--- src/rtl/spi_ram_pkg.sv ---
// spi_ram_pkg
//   Shared types for the SPI-to-RAM bridge.
//   cmd_e   : 2-bit frame command, sent MSB first at the start of every frame
//   state_e : bridge frame-sequencing states
//   max_int : elaboration-time helper used to size shared registers
package spi_ram_pkg;

  typedef enum logic [1:0] {
    CMD_WR_ADDR = 2'b00,
    CMD_WR_DATA = 2'b01,
    CMD_RD_ADDR = 2'b10,
    CMD_RD_DATA = 2'b11
  } cmd_e;

  typedef enum logic [2:0] {
    IDLE,
    CMD,
    PAYLOAD,
    RD_WAIT,
    RD_SHIFT,
    DONE
  } state_e;

  function automatic int max_int(input int a, input int b);
    return (a > b) ? a : b;
  endfunction

endpackage

--- src/rtl/spi_ram_bridge_if.sv ---
// spi_ram_bridge_if
//   Serial-side signal bundle of the SPI-to-RAM bridge.
//   SS_n     : slave select, active low (master -> slave)
//   MOSI     : serial data in, MSB first (master -> slave)
//   MISO     : registered serial data out (slave -> master)
//   busy     : frame in progress (slave -> master)
//   addr_err : sticky out-of-range access flag (slave -> master)
interface spi_ram_bridge_if;

  logic SS_n;
  logic MOSI;
  logic MISO;
  logic busy;
  logic addr_err;

  modport master (output SS_n, MOSI, input MISO, busy, addr_err);
  modport slave  (input SS_n, MOSI, output MISO, busy, addr_err);

endinterface

--- src/rtl/spi_ram_mem.sv ---
// spi_ram_mem
//   Single-port synchronous RAM, DATA_W x DEPTH, with a one-cycle registered
//   read. Addresses at or beyond DEPTH never write and read back as zero, so
//   the caller does not need to mask out-of-range accesses itself.
//   clk  : clock
//   we   : write enable (write has priority over read)
//   re   : read enable, dout updates on the same edge
//   addr : word address
//   din  : write data
//   dout : registered read data
module spi_ram_mem #(
  parameter int DATA_W = 8,
  parameter int ADDR_W = 8,
  parameter int DEPTH  = 256
) (
  input  logic              clk,
  input  logic              we,
  input  logic              re,
  input  logic [ADDR_W-1:0] addr,
  input  logic [DATA_W-1:0] din,
  output logic [DATA_W-1:0] dout
);

  localparam int IDX_W = (DEPTH > 1) ? $clog2(DEPTH) : 1;
  localparam logic [ADDR_W:0] DEPTH_V = (ADDR_W+1)'(DEPTH);

  logic [DATA_W-1:0] mem [DEPTH];
  logic              in_range;
  logic [IDX_W-1:0]  idx;

  assign in_range = {1'b0, addr} < DEPTH_V;
  assign idx      = addr[IDX_W-1:0];

  // Storage is deliberately not reset.
  always_ff @(posedge clk) begin
    if (we && in_range) begin
      mem[idx] <= din;
    end else if (re) begin
      dout <= in_range ? mem[idx] : '0;
    end
  end

endmodule

--- src/rtl/spi_ram_bridge.sv ---
// spi_ram_bridge
//   SPI-slave front end onto an on-chip RAM. Each SS_n-low frame starts with
//   a 2-bit command, then either an address/data payload (shifted in MSB
//   first) or, for reads, a wait cycle followed by DATA_W bits shifted out.
//   clk      : clock, all logic on the rising edge
//   rst      : synchronous active-high reset
//   bus      : serial interface (SS_n, MOSI in; MISO, busy, addr_err out)
module spi_ram_bridge
  import spi_ram_pkg::*;
#(
  parameter int DATA_W   = 8,
  parameter int ADDR_W   = 8,
  parameter int DEPTH    = 256,
  parameter int AUTO_INC = 1
) (
  input  logic              clk,
  input  logic              rst,
  spi_ram_bridge_if.slave   bus
);

  localparam int SH_W  = max_int(DATA_W, ADDR_W);
  localparam int CNT_W = $clog2(SH_W + 1);
  localparam logic [ADDR_W:0]   DEPTH_V   = (ADDR_W+1)'(DEPTH);
  localparam logic [ADDR_W-1:0] LAST_A    = ADDR_W'(DEPTH - 1);
  localparam logic [CNT_W-1:0]  ADDR_LAST = CNT_W'(ADDR_W - 1);
  localparam logic [CNT_W-1:0]  DATA_LAST = CNT_W'(DATA_W - 1);
  localparam logic [CNT_W-1:0]  DATA_CNT  = CNT_W'(DATA_W);

  state_e            state, state_nx;
  logic [1:0]        cmd_r;
  logic [1:0]        cmd_now;
  logic [CNT_W-1:0]  cnt;
  logic [SH_W-1:0]   sh_in;
  logic [SH_W-1:0]   word_in;
  logic [DATA_W-1:0] sh_out;
  logic [ADDR_W-1:0] wr_addr, rd_addr;
  logic [ADDR_W-1:0] wr_inc, rd_inc;
  logic              miso_r, err_r;
  logic              final_bit;
  logic              wr_ok, rd_ok, val_ok;
  logic              mem_we, mem_re;
  logic [ADDR_W-1:0] mem_addr;
  logic [DATA_W-1:0] mem_dout;

  // The command is only complete on the second edge, so the CMD state looks
  // at the stored first bit together with the live MOSI bit.
  assign cmd_now = {cmd_r[0], bus.MOSI};
  assign word_in = {sh_in[SH_W-2:0], bus.MOSI};

  assign wr_ok  = {1'b0, wr_addr} < DEPTH_V;
  assign rd_ok  = {1'b0, rd_addr} < DEPTH_V;
  assign val_ok = {1'b0, word_in[ADDR_W-1:0]} < DEPTH_V;

  assign wr_inc = (wr_addr == LAST_A) ? '0 : wr_addr + ADDR_W'(1);
  assign rd_inc = (rd_addr == LAST_A) ? '0 : rd_addr + ADDR_W'(1);

  // Last payload bit is being sampled on this edge and the frame is intact.
  always_comb begin
    final_bit = 1'b0;
    if (state == PAYLOAD && !bus.SS_n) begin
      if (cmd_r == CMD_WR_DATA) final_bit = (cnt == DATA_LAST);
      else                      final_bit = (cnt == ADDR_LAST);
    end
  end

  assign mem_we   = final_bit && (cmd_r == CMD_WR_DATA) && wr_ok;
  assign mem_re   = (state == RD_WAIT) && !bus.SS_n;
  assign mem_addr = mem_we ? wr_addr : rd_addr;

  spi_ram_mem #(
    .DATA_W (DATA_W),
    .ADDR_W (ADDR_W),
    .DEPTH  (DEPTH)
  ) u_mem (
    .clk  (clk),
    .we   (mem_we),
    .re   (mem_re),
    .addr (mem_addr),
    .din  (word_in[DATA_W-1:0]),
    .dout (mem_dout)
  );

  always_ff @(posedge clk) begin
    if (rst) state <= IDLE;
    else     state <= state_nx;
  end

  // SS_n high in any active state ends the frame; a completed frame parks
  // in DONE until the master releases SS_n.
  always_comb begin
    state_nx = state;
    case (state)
      IDLE:     if (!bus.SS_n) state_nx = CMD;
      CMD: begin
        if (bus.SS_n)                    state_nx = IDLE;
        else if (cmd_now == CMD_RD_DATA) state_nx = RD_WAIT;
        else                             state_nx = PAYLOAD;
      end
      PAYLOAD: begin
        if (bus.SS_n)      state_nx = IDLE;
        else if (final_bit) state_nx = DONE;
      end
      RD_WAIT:  state_nx = bus.SS_n ? IDLE : RD_SHIFT;
      RD_SHIFT: begin
        if (bus.SS_n)             state_nx = IDLE;
        else if (cnt == DATA_CNT) state_nx = DONE;
      end
      DONE:     if (bus.SS_n) state_nx = IDLE;
      default:  state_nx = IDLE;
    endcase
  end

  always_ff @(posedge clk) begin
    if (rst) begin
      cmd_r   <= '0;
      cnt     <= '0;
      sh_in   <= '0;
      sh_out  <= '0;
      wr_addr <= '0;
      rd_addr <= '0;
      miso_r  <= 1'b0;
      err_r   <= 1'b0;
    end else begin
      case (state)
        IDLE: begin
          cmd_r <= {1'b0, bus.MOSI};
          cnt   <= '0;
          sh_in <= '0;
        end
        CMD: begin
          cmd_r <= cmd_now;
          cnt   <= '0;
          sh_in <= '0;
        end
        PAYLOAD: begin
          if (!bus.SS_n) begin
            sh_in <= word_in;
            cnt   <= cnt + CNT_W'(1);
          end
          if (final_bit) begin
            case (cmd_r)
              CMD_WR_ADDR: begin
                wr_addr <= word_in[ADDR_W-1:0];
                if (!val_ok) err_r <= 1'b1;
              end
              CMD_RD_ADDR: begin
                rd_addr <= word_in[ADDR_W-1:0];
                if (!val_ok) err_r <= 1'b1;
              end
              CMD_WR_DATA: begin
                if (!wr_ok)              err_r   <= 1'b1;
                else if (AUTO_INC != 0)  wr_addr <= wr_inc;
              end
              default: ;
            endcase
          end
        end
        RD_WAIT: begin
          // The RAM read of rd_addr is launched on this edge.
          if (!bus.SS_n) begin
            cnt <= '0;
            if (!rd_ok)             err_r   <= 1'b1;
            else if (AUTO_INC != 0) rd_addr <= rd_inc;
          end
        end
        RD_SHIFT: begin
          if (!bus.SS_n) begin
            if (cnt == '0) begin
              miso_r <= mem_dout[DATA_W-1];
              sh_out <= mem_dout << 1;
            end else if (cnt == DATA_CNT) begin
              miso_r <= 1'b0;
            end else begin
              miso_r <= sh_out[DATA_W-1];
              sh_out <= sh_out << 1;
            end
            if (cnt != DATA_CNT) cnt <= cnt + CNT_W'(1);
          end
        end
        default: ;
      endcase
      if (state != IDLE && bus.SS_n) miso_r <= 1'b0;
    end
  end

  assign bus.MISO     = miso_r;
  assign bus.busy     = (state != IDLE);
  assign bus.addr_err = err_r;

endmodule

--- src/flat_wrapper.sv ---
// flat-port wrapper written by rule: the top's interface ports become plain ports
module spi_ram_bridge_flat import spi_ram_pkg::*;
#(
  parameter int DATA_W   = 8,
  parameter int ADDR_W   = 8,
  parameter int DEPTH    = 256,
  parameter int AUTO_INC = 1
)
  (clk, rst, bus_SS_n, bus_MOSI, bus_MISO, bus_busy, bus_addr_err);
  spi_ram_bridge_if bus_i ();
  input  logic clk;
  input  logic rst;
  input wire logic [$bits(bus_i.SS_n)-1:0] bus_SS_n;
  input wire logic [$bits(bus_i.MOSI)-1:0] bus_MOSI;
  output wire logic [$bits(bus_i.MISO)-1:0] bus_MISO;
  output wire logic [$bits(bus_i.busy)-1:0] bus_busy;
  output wire logic [$bits(bus_i.addr_err)-1:0] bus_addr_err;
  assign bus_i.SS_n = bus_SS_n;
  assign bus_i.MOSI = bus_MOSI;
  assign bus_MISO = bus_i.MISO;
  assign bus_busy = bus_i.busy;
  assign bus_addr_err = bus_i.addr_err;
  spi_ram_bridge #(.DATA_W(DATA_W), .ADDR_W(ADDR_W), .DEPTH(DEPTH), .AUTO_INC(AUTO_INC)) u_core (.clk(clk), .rst(rst), .bus(bus_i));
endmodule
--- config.mk ---
export PLATFORM = sky130hd
export DESIGN_NAME = spi_ram_bridge_flat
export DESIGN_NICKNAME = d
export VERILOG_FILES = /design/src/rtl/spi_ram_pkg.sv /design/src/rtl/spi_ram_bridge_if.sv /design/src/rtl/spi_ram_mem.sv /design/src/rtl/spi_ram_bridge.sv /design/src/flat_wrapper.sv
export SDC_FILE = /design/constraint.sdc
export NUM_CORES = 2
export LEC_CHECK = 0
export ABC_AREA = 0
export CELL_PAD_IN_SITES_DETAIL_PLACEMENT = 1
export CELL_PAD_IN_SITES_GLOBAL_PLACEMENT = 2
export CORE_UTILIZATION = 37
export DETAILED_ROUTE_END_ITERATION = 12
export PLACE_DENSITY = 0.65
export SLEW_MARGIN = 40
export SYNTH_ARGS = -nofsm -noshare
export SYNTH_HDL_FRONTEND = slang
export SYNTH_SLANG_ARGS = --single-unit
--- constraint.sdc ---
create_clock -name clk -period 5.48 [get_ports clk]
set_clock_uncertainty 0.15 [all_clocks]
set_input_delay 1.096 -clock clk [delete_from_list [all_inputs] [get_ports clk]]
set_output_delay 1.096 -clock clk [all_outputs]
set_load 0.01 [all_outputs]
==> impl_metrics.prom <==
# TYPE chip_impl_metric gauge
chip_impl_info{name="status",value="complete, no violations"} 1
chip_impl_metric{name="met2_usage",unit=""} 0.400
chip_impl_metric{name="max_clock_freq",unit="MHz"} 189
chip_impl_metric{name="placement.io_buffers",unit=""} 5
chip_impl_info{name="min_path_type",value="reg -> reg"} 1
chip_impl_metric{name="cts-htree-levels",unit=""} 4
chip_impl_metric{name="route.vias.total",unit=""} 57700
chip_impl_metric{name="dr.first_iter.drc_count",unit=""} 5346
chip_impl_metric{name="synthToLayoutAreaGrowth",unit="%"} 16.4
chip_impl_metric{name="grt.total_usage",unit=""} 0.248
chip_impl_metric{name="footprint_of_the_flip_flops_and_latches",unit="mm²"} 0.0626
chip_impl_metric{name="worstSkewPairLatency",unit="ns"} 0.88
chip_impl_metric{name="post_cts.resized_instances",unit=""} 0
chip_impl_metric{name="arrival",unit="ns"} 5.72
chip_impl_metric{name="max-slew-margin-rel",unit=""} 0.375
chip_impl_metric{name="post_synth.cell_area_avg",unit="µm²"} 13.1
chip_impl_metric{name="cellPowerDensity",unit="mW/mm²"} 326
chip_impl_info{name="cp_cell_sequence",value="clkdlybuf4s50_1 > buf_4 > nor4b_4 > buf_4 > buf_4 > a31oi_4 > buf_12 > buf_12 > buf_4 > o21ai_0 > nand3_1 > nand4_1 > nand4_1 > buf_12 > o41ai_2 > nand4_1"} 1
chip_impl_metric{name="grt_pass1_vias",unit=""} 58700
chip_impl_metric{name="fp.dieW",unit="µm"} 481
chip_impl_info{name="critical_path_class",value="in -> reg"} 1
chip_impl_metric{name="synth_async_sr_flop_share",unit=""} 0
chip_impl_info{name="ctsRootBufferMaster",value="clkbuf_16"} 1
chip_impl_metric{name="netlist.area_leader.share",unit=""} 0.726
chip_impl_info{name="worst_path_max_delay_cell",value="o41ai_2"} 1
chip_impl_metric{name="route.detailed.vias_per_inst",unit=""} 5.84
chip_impl_metric{name="placed_cells_incl_taps",unit=""} 9473
chip_impl_metric{name="postCtsSetupBuffers",unit=""} 0
chip_impl_metric{name="numCtsBuffers",unit=""} 225
chip_impl_metric{name="grt_first_pass_wirelength",unit="mm"} 422
chip_impl_info{name="ys_top_cells_by_area",value="edfxtp_1 (73%), nand3_1 (5.4%), nand2_1 (3.3%), o21ai_0 (3.1%), clkbuf_1 (1.9%)"} 1
chip_impl_metric{name="global_route.usage.met1",unit=""} 0.350
chip_impl_metric{name="drt_wl_total",unit="mm"} 291
chip_impl_info{name="ys_dominant_reg_cell",value="edfxtp_1"} 1
chip_impl_metric{name="cts-hold-fix-buffers",unit=""} 0
chip_impl_metric{name="start_util",unit=""} 0.373
chip_impl_info{name="cts_tree",value="done"} 1
chip_impl_metric{name="initial_antenna_violation_count",unit=""} 9
chip_impl_metric{name="worstMarginPinSlew",unit="ns"} 0.938
chip_impl_metric{name="final_count_of_hold_timing_violations",unit=""} 0
chip_impl_info{name="critical_path.most_common_cell",value="buf_4"} 1
chip_impl_metric{name="drt-wirelength-per-cell",unit="µm"} 29.4
chip_impl_metric{name="grt_use_met3",unit=""} 0.0344
chip_impl_metric{name="timing.final.crit_share",unit=""} 0.965
chip_impl_info{name="grt_setup_unrepaired",value="false"} 1
chip_impl_metric{name="mapped_cells",unit=""} 6513
chip_impl_metric{name="die_height",unit="µm"} 481
chip_impl_metric{name="design.final.nets",unit=""} 6700
chip_impl_info{name="worst_setup_path_end_kind",value="flip-flop"} 1
chip_impl_metric{name="critPathRequiredTime",unit="ns"} 5.91
chip_impl_metric{name="synth_sequential_area_ratio",unit=""} 0.736
chip_impl_metric{name="netlist_area_before_placement",unit="mm²"} 0.0850
chip_impl_info{name="busiest_layer",value="met2"} 1
chip_impl_metric{name="p_leak",unit="nW"} 31.0
chip_impl_metric{name="die_area",unit="mm²"} 0.232
chip_impl_metric{name="multi_input_comb_area",unit="mm²"} 0.0205
chip_impl_metric{name="maxCapViolCount",unit=""} 0
chip_impl_metric{name="final_antenna_net_count",unit=""} 0
chip_impl_metric{name="core_area",unit="mm²"} 0.228
chip_impl_info{name="critical_path.startpoint_type",value="primary input"} 1
chip_impl_metric{name="finalNonFillerCells",unit=""} 9886
chip_impl_metric{name="worst_setup_hold_path_clk_slew",unit="ns"} 0.06
chip_impl_metric{name="finalWorstSetupSlack",unit="ns"} 0.191
chip_impl_metric{name="worst-path-max-fanout",unit=""} 92
chip_impl_metric{name="period_minus_slack",unit="ns"} 5.29
chip_impl_metric{name="floorplan.rows",unit=""} 175
chip_impl_metric{name="drive_above_1_share",unit=""} 0.135
chip_impl_metric{name="synth_fp_nets",unit=""} 6521
chip_impl_metric{name="clk_path_buf_depth",unit=""} 3
chip_impl_metric{name="globalRouteOverflowTotal",unit=""} 0
chip_impl_metric{name="synth_enable_flop_cells",unit=""} 2056
chip_impl_metric{name="drt_drc_violations_left",unit=""} 0
chip_impl_info{name="post-synth-top-area-cell",value="edfxtp_1"} 1
chip_impl_metric{name="cts_sinks",unit=""} 2096
chip_impl_metric{name="num_io_pins",unit=""} 7
chip_impl_metric{name="ys_types",unit=""} 63
chip_impl_metric{name="crit_path_max_incr_delay",unit="ns"} 0.68
chip_impl_metric{name="final_count_of_pins_violating_max_slew",unit=""} 0
chip_impl_metric{name="number_of_optimization_iterations_in_the_first_detailed_route_pass",unit=""} 6
chip_impl_metric{name="fin_setup_tns",unit="ns"} 0
chip_impl_metric{name="yosysWarningCount",unit=""} 0
chip_impl_metric{name="synth_seq_cells",unit=""} 2096
chip_impl_metric{name="max-vdd-ir-drop",unit="mV"} 0.335
chip_impl_metric{name="fill_cells",unit=""} 23100
chip_impl_metric{name="finalSetupViolCount",unit=""} 0
chip_impl_metric{name="place_ws",unit="ns"} -0.619
chip_impl_metric{name="hpwl_after_detailed_placement",unit="mm"} 179
chip_impl_metric{name="grt_start_max_net_pins",unit=""} 152
chip_impl_metric{name="post-route-util",unit=""} 0.434
chip_impl_metric{name="gp_routability_congestion",unit=""} 0.830
chip_impl_metric{name="totalPowerFinal",unit="W"} 0.0323
[cell usage after synthesis, types with 3 or more instances]
cell type	n
clkbuf_1	438
or2_2	9
a22oi_1	7
or4_1	32
nor4_1	9
a31oi_1	242
nand3_1	911
nand3b_1	3
xnor2_1	3
or3_1	4
nand2b_1	8
nor2b_1	4
o31ai_1	6
a31o_2	3
a32oi_1	3
buf_1	51
o41ai_1	29
o22ai_1	4
o21ai_0	525
a211oi_1	205
edfxtp_1	2056
ha_1	4
a21oi_1	262
buf_6	8
dfxtp_1	40
nor3_1	18
nor2_1	297
and4_1	6
buf_2	77
inv_1	14
a22o_1	59
buf_4	3
and3_1	137
nand4_1	171
a311oi_1	70
o211ai_1	5
mux2i_1	7
a211oi_2	6
nand2_1	748
[registers in the layout, indices dropped and copies added, names as in the netlist]
name               cells
u_core.rd_addr         8
u_core.u_mem.dout      8
u_core.state           3
u_core.cmd_r           2
u_core.u_mem.mem    2048
u_core.cnt             4
u_core.bus.MISO        1
u_core.sh_in           7
u_core.wr_addr         8
u_core.sh_out          7
[layout make-up]
cell class	instances	area share
Clock inverter	125	0.00918
Clock buffer	284	0.0600
Sequential cell	2096	0.632
Antenna cell	3	0.0000759
Timing Repair Buffer	530	0.0532
Multi-Input combinational cell	3825	0.207
Inverter	14	0.000531
Tap cell	3009	0.0380
[cell families after synthesis]
| kind of cell | after synthesis | synth area share |
|---|---|---|
| fa+ha+maj | 4 | 0.000589 |
| simple gates | 2369 | 0.131 |
| flops | 2096 | 0.736 |
| mux | 7 | 0.000824 |
| compound gates | 1441 | 0.104 |
| buf+inv | 592 | 0.0281 |
| xor+xnor | 3 | 0.000309 |
| other cells | 1 | 0.0000441 |
[layer usage]
metal / part of all wire / vias to the layer above / wire [µm]
met5: 0.000027 / - / 8
met4: 0.026 / 2 / 7450
met3: 0.054 / 379 / 15700
met2: 0.47 / 1555 / 137000
met1: 0.45 / 30400 / 131000
li1: - / 25400 / -
[stage by stage]
step                      area (µm²)  hold slack [ns]
final                          99000            0.338
after global routing           99000            0.356
after CTS                      98900            0.342
after detailed placement       92000            0.327
after global placement         91800            0.307
after floorplan                85000            0.298
[critical path, delay by kind of cell]
family	cells	cell delay, ns
and+or+nand+nor	5	1.23
AOI/OAI and AO/OA	3	1.07
buffers and inverters	8	2.13
[placed cells by master, fill, tap and decap left out, drive strengths merged, types with 137 or more instances in the layout]
cell type,netlist,final
a211oi,211,211
buf,139,526
and3,137,137
edfxtp,2056,2056
nand3,911,911
nor2,297,297
a31oi,242,242
a21oi,262,262
nand2,749,749
nand4,171,171
o21ai,525,525
clkbuf,439,284
[power breakdown]
part / total (W) / internal (W) / switching, W
logic: 0.000452 / 0.000128 / 0.000324
clock network: 0.0144 / 0.00803 / 0.00641
registers: 0.0174 / 0.0174 / 0.00000704
[final timing paths]
check | start | depth (start not counted) | to | slack (ns)
max | bus_SS_n | 16 | u_core.u_mem.dout[7] | 0.19
min | u_core.sh_out[3] | 2 | u_core.sh_out[3] | 0.34
max reg2reg | u_core.cnt[1] | 14 | u_core.u_mem.dout[7] | 0.28
min reg2reg | u_core.sh_out[3] | 2 | u_core.sh_out[3] | 0.34
Note: power is estimated with default switching activity, not from simulation.
